--- src/rtl/ls_pkg.sv ---
// Shared definitions for the backtracking line-search datapath: FSM states,
// fp32 constants, latency defaults and the fp32 multiply helper.
package ls_pkg;

    typedef enum logic [2:0] {
        ST_IDLE      = 3'd0,
        ST_EVAL      = 3'd1,
        ST_WAIT_EVAL = 3'd2,
        ST_COMPARE   = 3'd3,
        ST_SCALE     = 3'd4,
        ST_FINISH    = 3'd5
    } ls_state_t;

    localparam logic [31:0] FP_ONE  = 32'h3F80_0000;
    localparam logic [31:0] FP_HALF = 32'h3F00_0000;

    localparam int DEF_DATA_WIDTH  = 32;
    localparam int DEF_MAX_ITER    = 16;
    localparam int DEF_CMP_LATENCY = 12;
    localparam int DEF_MUL_LATENCY = 8;

    // Round-to-nearest-even fp32 multiply; denormal operands and underflow flush to signed zero.
    function automatic logic [31:0] fp32_mul(input logic [31:0] a, input logic [31:0] b);
        logic        sign;
        logic [9:0]  exp_v;
        logic [47:0] prod;
        logic [22:0] frac;
        logic        rnd;
        logic [30:0] mag;
        logic [31:0] res;
        sign  = a[31] ^ b[31];
        prod  = {24'd0, 1'b1, a[22:0]} * {24'd0, 1'b1, b[22:0]};
        exp_v = {2'b00, a[30:23]} + {2'b00, b[30:23]} - 10'd127;
        if (prod[47]) begin
            frac  = prod[46:24];
            rnd   = prod[23] & ((|prod[22:0]) | prod[24]);
            exp_v = exp_v + 10'd1;
        end else begin
            frac  = prod[45:23];
            rnd   = prod[22] & ((|prod[21:0]) | prod[23]);
        end
        // A rounding carry out of the fraction ripples into the exponent field.
        mag = {exp_v[7:0], frac} + {30'd0, rnd};
        if ((a[30:23] == 8'hFF && a[22:0] != 23'd0) || (b[30:23] == 8'hFF && b[22:0] != 23'd0)) begin
            res = 32'h7FC0_0000;
        end else if (a[30:23] == 8'hFF || b[30:23] == 8'hFF) begin
            res = {sign, 8'hFF, 23'd0};
        end else if (a[30:23] == 8'h00 || b[30:23] == 8'h00) begin
            res = {sign, 31'd0};
        end else if (exp_v[9] || exp_v == 10'd0) begin
            res = {sign, 31'd0};
        end else if (exp_v >= 10'd255) begin
            res = {sign, 8'hFF, 23'd0};
        end else begin
            res = {sign, mag};
        end
        return res;
    endfunction

endpackage

--- src/rtl/ls_backtrack_ctrl_if.sv ---
// Controller-side bus: search request/result plus the evaluator and compare handshakes.
interface ls_backtrack_ctrl_if #(
    parameter int ITER_W = 5
);
    logic              start;
    logic [31:0]       alpha_init;
    logic [31:0]       tau;
    logic [31:0]       alphai;
    logic              eval_req;
    logic              eval_done;
    logic              cmp_start;
    logic              result_compare;
    logic              busy;
    logic              done;
    logic              accepted;
    logic [31:0]       alpha_out;
    logic [ITER_W-1:0] iter_count;

    modport master (
        input  start, alpha_init, tau, eval_done, result_compare,
        output alphai, eval_req, cmp_start, busy, done, accepted, alpha_out, iter_count
    );

    modport slave (
        output start, alpha_init, tau, eval_done, result_compare,
        input  alphai, eval_req, cmp_start, busy, done, accepted, alpha_out, iter_count
    );
endinterface

--- src/rtl/ls_backtrack_ctrl_fp_mul.sv ---
// ls_fp_mul: fp32 multiplier with a fixed MUL_LATENCY valid-in/valid-out pipeline.
module ls_fp_mul
    import ls_pkg::*;
#(
    parameter int MUL_LATENCY = DEF_MUL_LATENCY
) (
    input  logic        aclk,
    input  logic        areset,
    input  logic        in_valid,
    input  logic [31:0] a,
    input  logic [31:0] b,
    output logic        out_valid,
    output logic [31:0] y
);
    logic [31:0]            data_r [MUL_LATENCY];
    logic [MUL_LATENCY-1:0] valid_r;

    // Product computed in the first stage, then delayed through the remaining stages.
    always_ff @(posedge aclk) begin
        if (areset) begin
            valid_r <= {MUL_LATENCY{1'b0}};
            for (int i = 0; i < MUL_LATENCY; i++) begin
                data_r[i] <= 32'd0;
            end
        end else begin
            valid_r[0] <= in_valid;
            data_r[0]  <= fp32_mul(a, b);
            for (int i = 1; i < MUL_LATENCY; i++) begin
                valid_r[i] <= valid_r[i-1];
                data_r[i]  <= data_r[i-1];
            end
        end
    end

    assign out_valid = valid_r[MUL_LATENCY-1];
    assign y         = data_r[MUL_LATENCY-1];
endmodule

--- src/rtl/ls_backtrack_ctrl.sv ---
// Backtracking line-search controller: issues trial steps, waits for the cost
// evaluator, times the fixed-latency Armijo compare and shrinks alpha by tau on reject.
module ls_backtrack_ctrl
    import ls_pkg::*;
#(
    parameter int DATA_WIDTH  = DEF_DATA_WIDTH,
    parameter int MAX_ITER    = DEF_MAX_ITER,
    parameter int CMP_LATENCY = DEF_CMP_LATENCY,
    parameter int MUL_LATENCY = DEF_MUL_LATENCY
) (
    input  logic                aclk,
    input  logic                areset,
    ls_backtrack_ctrl_if.master bus
);
    localparam int ITER_W = $clog2(MAX_ITER + 1);
    localparam int LAT_W  = $clog2(CMP_LATENCY + 1);
    localparam logic [ITER_W-1:0] ITER_MAX = ITER_W'(MAX_ITER);
    localparam logic [LAT_W-1:0]  LAT_LAST = LAT_W'(CMP_LATENCY);

    ls_state_t             state_r;
    logic [DATA_WIDTH-1:0] alphai_r;
    logic [DATA_WIDTH-1:0] tau_r;
    logic [DATA_WIDTH-1:0] alpha_out_r;
    logic [ITER_W-1:0]     iter_r;
    logic [LAT_W-1:0]      lat_cnt_r;
    logic                  eval_req_r;
    logic                  cmp_start_r;
    logic                  busy_r;
    logic                  done_r;
    logic                  accepted_r;
    logic                  mul_start_r;
    logic                  mul_valid_s;
    logic [DATA_WIDTH-1:0] mul_y_s;

    ls_fp_mul #(.MUL_LATENCY(MUL_LATENCY)) u_mul (
        .aclk      (aclk),
        .areset    (areset),
        .in_valid  (mul_start_r),
        .a         (alphai_r),
        .b         (tau_r),
        .out_valid (mul_valid_s),
        .y         (mul_y_s)
    );

    // Search FSM with latency and iteration counters; every output is registered.
    always_ff @(posedge aclk) begin
        if (areset) begin
            state_r     <= ST_IDLE;
            alphai_r    <= 32'd0;
            tau_r       <= 32'd0;
            alpha_out_r <= 32'd0;
            iter_r      <= {ITER_W{1'b0}};
            lat_cnt_r   <= {LAT_W{1'b0}};
            eval_req_r  <= 1'b0;
            cmp_start_r <= 1'b0;
            busy_r      <= 1'b0;
            done_r      <= 1'b0;
            accepted_r  <= 1'b0;
            mul_start_r <= 1'b0;
        end else begin
            eval_req_r  <= 1'b0;
            cmp_start_r <= 1'b0;
            done_r      <= 1'b0;
            mul_start_r <= 1'b0;
            case (state_r)
                ST_IDLE: begin
                    if (bus.start) begin
                        alphai_r <= bus.alpha_init;
                        tau_r    <= bus.tau;
                        iter_r   <= {ITER_W{1'b0}};
                        busy_r   <= 1'b1;
                        state_r  <= ST_EVAL;
                    end else begin
                        state_r  <= ST_IDLE;
                    end
                end
                ST_EVAL: begin
                    eval_req_r <= 1'b1;
                    state_r    <= ST_WAIT_EVAL;
                end
                ST_WAIT_EVAL: begin
                    if (bus.eval_done) begin
                        cmp_start_r <= 1'b1;
                        iter_r      <= iter_r + ITER_W'(1);
                        lat_cnt_r   <= {LAT_W{1'b0}};
                        state_r     <= ST_COMPARE;
                    end else begin
                        state_r     <= ST_WAIT_EVAL;
                    end
                end
                // The verdict is sampled CMP_LATENCY cycles after the cmp_start cycle;
                // done is raised on that edge so FINISH is the done cycle itself.
                ST_COMPARE: begin
                    if (lat_cnt_r == LAT_LAST) begin
                        if (bus.result_compare || iter_r == ITER_MAX) begin
                            accepted_r  <= bus.result_compare;
                            alpha_out_r <= alphai_r;
                            done_r      <= 1'b1;
                            busy_r      <= 1'b0;
                            state_r     <= ST_FINISH;
                        end else begin
                            mul_start_r <= 1'b1;
                            state_r     <= ST_SCALE;
                        end
                    end else begin
                        lat_cnt_r <= lat_cnt_r + LAT_W'(1);
                    end
                end
                ST_SCALE: begin
                    if (mul_valid_s) begin
                        alphai_r <= mul_y_s;
                        state_r  <= ST_EVAL;
                    end else begin
                        state_r  <= ST_SCALE;
                    end
                end
                ST_FINISH: begin
                    state_r <= ST_IDLE;
                end
                default: begin
                    state_r <= ST_IDLE;
                end
            endcase
        end
    end

    assign bus.alphai     = alphai_r;
    assign bus.eval_req   = eval_req_r;
    assign bus.cmp_start  = cmp_start_r;
    assign bus.busy       = busy_r;
    assign bus.done       = done_r;
    assign bus.accepted   = accepted_r;
    assign bus.alpha_out  = alpha_out_r;
    assign bus.iter_count = iter_r;
endmodule

--- src/flat_wrapper.sv ---
// flat-port wrapper written by rule: the top's interface ports become plain ports
module ls_backtrack_ctrl_flat import ls_pkg::*;
#(
    parameter int DATA_WIDTH  = DEF_DATA_WIDTH,
    parameter int MAX_ITER    = DEF_MAX_ITER,
    parameter int CMP_LATENCY = DEF_CMP_LATENCY,
    parameter int MUL_LATENCY = DEF_MUL_LATENCY
)
  (aclk, areset, bus_start, bus_alpha_init, bus_tau, bus_eval_done, bus_result_compare, bus_alphai, bus_eval_req, bus_cmp_start, bus_busy, bus_done, bus_accepted, bus_alpha_out, bus_iter_count);
  ls_backtrack_ctrl_if #(.ITER_W(($clog2(MAX_ITER + 1)))) bus_i ();
  input  logic aclk;
  input  logic areset;
  input wire logic [$bits(bus_i.start)-1:0] bus_start;
  input wire logic [$bits(bus_i.alpha_init)-1:0] bus_alpha_init;
  input wire logic [$bits(bus_i.tau)-1:0] bus_tau;
  input wire logic [$bits(bus_i.eval_done)-1:0] bus_eval_done;
  input wire logic [$bits(bus_i.result_compare)-1:0] bus_result_compare;
  output wire logic [$bits(bus_i.alphai)-1:0] bus_alphai;
  output wire logic [$bits(bus_i.eval_req)-1:0] bus_eval_req;
  output wire logic [$bits(bus_i.cmp_start)-1:0] bus_cmp_start;
  output wire logic [$bits(bus_i.busy)-1:0] bus_busy;
  output wire logic [$bits(bus_i.done)-1:0] bus_done;
  output wire logic [$bits(bus_i.accepted)-1:0] bus_accepted;
  output wire logic [$bits(bus_i.alpha_out)-1:0] bus_alpha_out;
  output wire logic [$bits(bus_i.iter_count)-1:0] bus_iter_count;
  assign bus_i.start = bus_start;
  assign bus_i.alpha_init = bus_alpha_init;
  assign bus_i.tau = bus_tau;
  assign bus_i.eval_done = bus_eval_done;
  assign bus_i.result_compare = bus_result_compare;
  assign bus_alphai = bus_i.alphai;
  assign bus_eval_req = bus_i.eval_req;
  assign bus_cmp_start = bus_i.cmp_start;
  assign bus_busy = bus_i.busy;
  assign bus_done = bus_i.done;
  assign bus_accepted = bus_i.accepted;
  assign bus_alpha_out = bus_i.alpha_out;
  assign bus_iter_count = bus_i.iter_count;
  ls_backtrack_ctrl #(.DATA_WIDTH(DATA_WIDTH), .MAX_ITER(MAX_ITER), .CMP_LATENCY(CMP_LATENCY), .MUL_LATENCY(MUL_LATENCY)) u_core (.aclk(aclk), .areset(areset), .bus(bus_i));
endmodule
--- config.mk ---
export PLATFORM = sky130hd
export DESIGN_NAME = ls_backtrack_ctrl_flat
export DESIGN_NICKNAME = d
export VERILOG_FILES = /design/src/rtl/ls_pkg.sv /design/src/rtl/ls_backtrack_ctrl_if.sv /design/src/rtl/ls_backtrack_ctrl_fp_mul.sv /design/src/rtl/ls_backtrack_ctrl.sv /design/src/flat_wrapper.sv
export SDC_FILE = /design/constraint.sdc
export NUM_CORES = 2
export LEC_CHECK = 0
export ABC_CLOCK_PERIOD_IN_PS = 9630
export CAP_MARGIN = 20
export CORE_MARGIN = 10
export CORE_UTILIZATION = 63
export DETAILED_ROUTE_END_ITERATION = 10
export PLACE_DENSITY = 0.82
export SLEW_MARGIN = 20
export SYNTH_ARGS = -nofsm -noshare
export SYNTH_HDL_FRONTEND = slang
export SYNTH_SLANG_ARGS = --single-unit
--- constraint.sdc ---
create_clock -name aclk -period 9.63 [get_ports aclk]
set_input_delay 1.926 -clock aclk [delete_from_list [all_inputs] [get_ports aclk]]
set_output_delay 1.926 -clock aclk [all_outputs]
set_load 0.03 [all_outputs]
==> results.toml <==
[placement]
port_buffers = 142
place.detailed.hpwl_um = 71990
globalplace.congestion = 0.9778

[logic_synthesis]
syn_inst = 3734
synth_top_flop_cell = "sky130_fd_sc_hd__dfxtp_1"
ys_warn_count = 0
ys_async_sr_fraction = 0
yosys_register_bits = 378
synth.cell_area_um2 = 33480
synth.distinct_cells = 95
synth-seq-area-share = 0.2260
synth_edf_count = 0
mappedNetlistNets = 4482
synth.avg_cell_area_um2 = 8.967

[worst_setup_path]
crit_arrival_ns = 9.60
critical-path-max-stage-delay_ns = 0.84
rr_worst_depth = 30
worst_r2r_endpoint = "u_core.u_mul.data_r[0][29]$_SDFF_PP0_"
critical_path.most_common_cell = "sky130_fd_sc_hd__fa_1"
path_class = "flip-flop to flip-flop"
timing.critical_path.fanout_max = 18
cell_with_the_largest_stage_delay_on_the_worst_path = "sky130_fd_sc_hd__dfxtp_1"
worstSetupStartpointType = "flip-flop"
worstSetupEndpointType = "flip-flop"
r2r-start = "u_core.tau_r[5]$_SDFFE_PP0P_"
crit_required_ns = 10.05
regToRegSetupSlack_ns = 0.45

[global_routing]
first_global_vias = 26174
grt.met3_usage = 0.06855
busiest_layer = "met2"
overflow = 0
grt_util_all_layers = 0.2952
gr-usage-met2 = 0.4512
grt_first_pass_wirelength_um = 147500
grt_start_max_net_pins = 112
grt_util_met1 = 0.4025
initial_antenna_violation_count = 2

[floorplanning]
floorplan.initialDensity = 0.6371
core_region_area_um2 = 52550
rows = 84
dieArea_um2 = 62770
dieHeight_um = 250.5
number_of_top_level_design_ports = 143
die-width_um = 250.5

[cts]
tritoncts = "done"
clockRootBuffer = "sky130_fd_sc_hd__clkbuf_16"
max-clock-path-buffers = 3
holdBufCountCts = 0
cts.reportedPaths.clkPinSlew_ns = 0.07
clkLatencyLatePin_ns = 0.60
clkSinkCount = 378
htree_levels = 2
tritoncts.num_buffers = 40

[worst_hold_path]
hold_end = "u_core.u_mul.data_r[1][1]$_SDFF_PP0_"
holdPathStages = 1
hp-class = "flip-flop to flip-flop"
timing.hold.worst.start = "u_core.u_mul.data_r[0][97]$_SDFF_PP0_"

[timing]
grt_setup_unrepaired = "false"
period_minus_slack_ns = 9.179
worst_clock_skew_ns = 0.04338
fmaxAchievable_mhz = 108.9
timing.final.hold_violations = 0
slew_headroom = 0.2709
timing_worst_slew_pin_value_ns = 1.094
timing.setup.tns_ns = 0
final.period_utilization = 0.9532
timing.hold.ws_ns = 0.4241
final-setup-viol-count = 0
slew_viol_final = 0

[layout]
mostFrequentLayoutCell = "sky130_fd_sc_hd__inv_1"
finalNetCount = 4540
most-common-layout-cells = "sky130_fd_sc_hd__inv_1, sky130_fd_sc_hd__fa_1, sky130_fd_sc_hd__nand2_1"
areaGrowthSynthToFinish_pct = 10.09
final_layout_size_suffix_gt1_frac = 0.05653

[drt]
postRouteAntennaNets = 0
detail_route.wl_per_cell_um = 20.49
routed_via_density = 5.757
post_route_drc = 0
drtPass1Iterations = 9
detailedRoute.firstIterationViolations = 2828
drt-total-wl_um = 92450
route.vias.total = 25971

[power_and_ir_drop]
leakagePower_nw = 16.51
ir_worst_vdd_v = 0.0001640
cell_area_power_density_nw_per_um2 = 164.5

[run]
number_of_max_cap_violations = 0

[run_status]
outcome = "finished, final reports clean"
cell type report:
type                       count  area [um2]
multi-input combinational   2524       22720
fill                        3951       15690
sequential                   378        7586
inverter                     631        2369
timing repair buffer         217        1989
clock buffer                  52        1116
tap                          688       860.8
clock inverter                19       217.7
antenna                        2       5.005
timing repair:
| action | 4_1_cts | 5_1_grt |
|---|---|---|
| setup endpoints to repair | 0 | 8 |
| resized for setup | 0 | 15 |
| setup buffers | 0 | 0 |
where the power goes:
group / switching (W) / total, W / leakage, nW / internal, W
registers: 0.000113 / 0.00171 / 3.06 / 0.00160
clock network: 0.000694 / 0.00159 / 0.662 / 0.000891
logic: 0.00177 / 0.00276 / 12.8 / 0.000997
critical path: cells and delay by family (launching register included):
family                     cells  cell delay [ns]
AOI/OAI and AO/OA              9             1.97
buffers and inverters          6             0.57
DFF                            1             0.84
and+or+nand+nor                6             1.48
adders and majority gates      9             4.14
how the worst max path moves through the flow:
stage	cells past startpoint	from	endpoint	slack, ns
after CTS	29	u_core.tau_r[9]$_SDFFE_PP0P_	u_core.u_mul.data_r[0][29]$_SDFF_PP0_	0.40
final	30	u_core.tau_r[5]$_SDFFE_PP0P_	u_core.u_mul.data_r[0][29]$_SDFF_PP0_	0.45
after global placement	24	u_core.bus.alphai[9]$_SDFFE_PP0P_	u_core.u_mul.data_r[0][29]$_SDFF_PP0_	0.53
after detailed placement	29	u_core.tau_r[9]$_SDFFE_PP0P_	u_core.u_mul.data_r[0][29]$_SDFF_PP0_	0.49
after global routing	28	u_core.tau_r[13]$_SDFFE_PP0P_	u_core.u_mul.data_r[0][24]$_SDFF_PP0_	0.005
after floorplan	35	u_core.bus.alphai[21]$_SDFFE_PP0P_	u_core.u_mul.data_r[0][20]$_SDFF_PP0_	0.73
Yosys cell counts, types with 4 or more instances:
| cell | n | share of area |
|---|---|---|
| sky130_fd_sc_hd__a22oi_1 | 4 | 0.00090 |
| sky130_fd_sc_hd__mux2i_1 | 40 | 0.012 |
| sky130_fd_sc_hd__nand3_1 | 47 | 0.0070 |
| sky130_fd_sc_hd__or4_1 | 6 | 0.0013 |
| sky130_fd_sc_hd__xnor2_1 | 43 | 0.011 |
| sky130_fd_sc_hd__xor2_1 | 35 | 0.0092 |
| sky130_fd_sc_hd__a31oi_2 | 6 | 0.0022 |
| sky130_fd_sc_hd__buf_2 | 22 | 0.0033 |
| sky130_fd_sc_hd__inv_1 | 627 | 0.070 |
| sky130_fd_sc_hd__a31oi_1 | 7 | 0.0013 |
| sky130_fd_sc_hd__and2_1 | 255 | 0.048 |
| sky130_fd_sc_hd__o21ai_0 | 48 | 0.0072 |
| sky130_fd_sc_hd__nor2_1 | 152 | 0.017 |
| sky130_fd_sc_hd__a21o_1 | 15 | 0.0034 |
| sky130_fd_sc_hd__a21boi_0 | 4 | 0.00090 |
| sky130_fd_sc_hd__a21oi_1 | 140 | 0.021 |
| sky130_fd_sc_hd__o21ai_1 | 10 | 0.0015 |
| sky130_fd_sc_hd__nand4_1 | 31 | 0.0058 |
| sky130_fd_sc_hd__nand2_1 | 473 | 0.053 |
| sky130_fd_sc_hd__a211oi_2 | 4 | 0.0015 |
| sky130_fd_sc_hd__o21a_1 | 9 | 0.0020 |
| sky130_fd_sc_hd__ha_1 | 196 | 0.073 |
| sky130_fd_sc_hd__clkbuf_1 | 165 | 0.018 |
| sky130_fd_sc_hd__or3_1 | 12 | 0.0022 |
| sky130_fd_sc_hd__nand2b_1 | 4 | 0.00075 |
| sky130_fd_sc_hd__a211oi_1 | 58 | 0.013 |
| sky130_fd_sc_hd__and4_1 | 9 | 0.0024 |
| sky130_fd_sc_hd__nor2b_1 | 242 | 0.045 |
| sky130_fd_sc_hd__buf_1 | 6 | 0.00067 |
| sky130_fd_sc_hd__buf_6 | 6 | 0.0020 |
| sky130_fd_sc_hd__and3_1 | 13 | 0.0024 |
| sky130_fd_sc_hd__nor4_1 | 19 | 0.0035 |
| sky130_fd_sc_hd__o211ai_1 | 12 | 0.0027 |
| sky130_fd_sc_hd__o21bai_1 | 6 | 0.0013 |
| sky130_fd_sc_hd__nor3_1 | 35 | 0.0052 |
| sky130_fd_sc_hd__dfxtp_1 | 378 | 0.23 |
| sky130_fd_sc_hd__fa_1 | 483 | 0.29 |
| sky130_fd_sc_hd__a21oi_2 | 6 | 0.0016 |
| sky130_fd_sc_hd__or2_2 | 8 | 0.0015 |
| sky130_fd_sc_hd__o31ai_1 | 9 | 0.0020 |
| sky130_fd_sc_hd__a311oi_1 | 7 | 0.0018 |
cells by family after synthesis:
logic type / synth area share
compound gates: 0.08091
xor+xnor: 0.02040
fa+ha+maj: 0.3620
buf+inv: 0.09589
flops: 0.2260
mux: 0.01297
simple gates: 0.2018
sequential cells by signal, indices dropped and copies added, names as in the netlist:
register               cells
u_core.u_mul.valid_r       8
u_core.bus.eval_req        1
u_core.lat_cnt_r           4
u_core.state_r             3
u_core.bus.alpha_out      32
u_core.bus.alphai         32
u_core.bus.done            1
u_core.u_mul.data_r      256
u_core.bus.cmp_start       1
u_core.bus.busy            1
u_core.mul_start_r         1
u_core.bus.accepted        1
u_core.bus.iter_count      5
u_core.tau_r              32
routing by layer:
metal | vias up | share of wire
li1 | 11696 | -
met1 | 12665 | 0.41
met3 | 247 | 0.11
met4 | 2 | 0.042
met2 | 1361 | 0.44
met5 | - | 0.00035
through the flow:
stage / cells / power, W / worst slack [ns] / cell area, um2 / util
detailed placement: 4438 / 0.004404 / 0.4853 / 35500 / 0.6756
CTS: 4509 / 0.006015 / 0.4038 / 36840 / 0.7010
finish: 4511 / 0.006065 / 0.4506 / 36860 / 0.7014
floorplan: 3734 / 0.003551 / 0.7301 / 33480 / -
global route: 4510 / 0.006403 / 0.004806 / 36860 / 0.7014
global placement: 4438 / 0.004392 / 0.5343 / 35500 / 0.6755
Note: power is estimated with default switching activity, not from simulation.
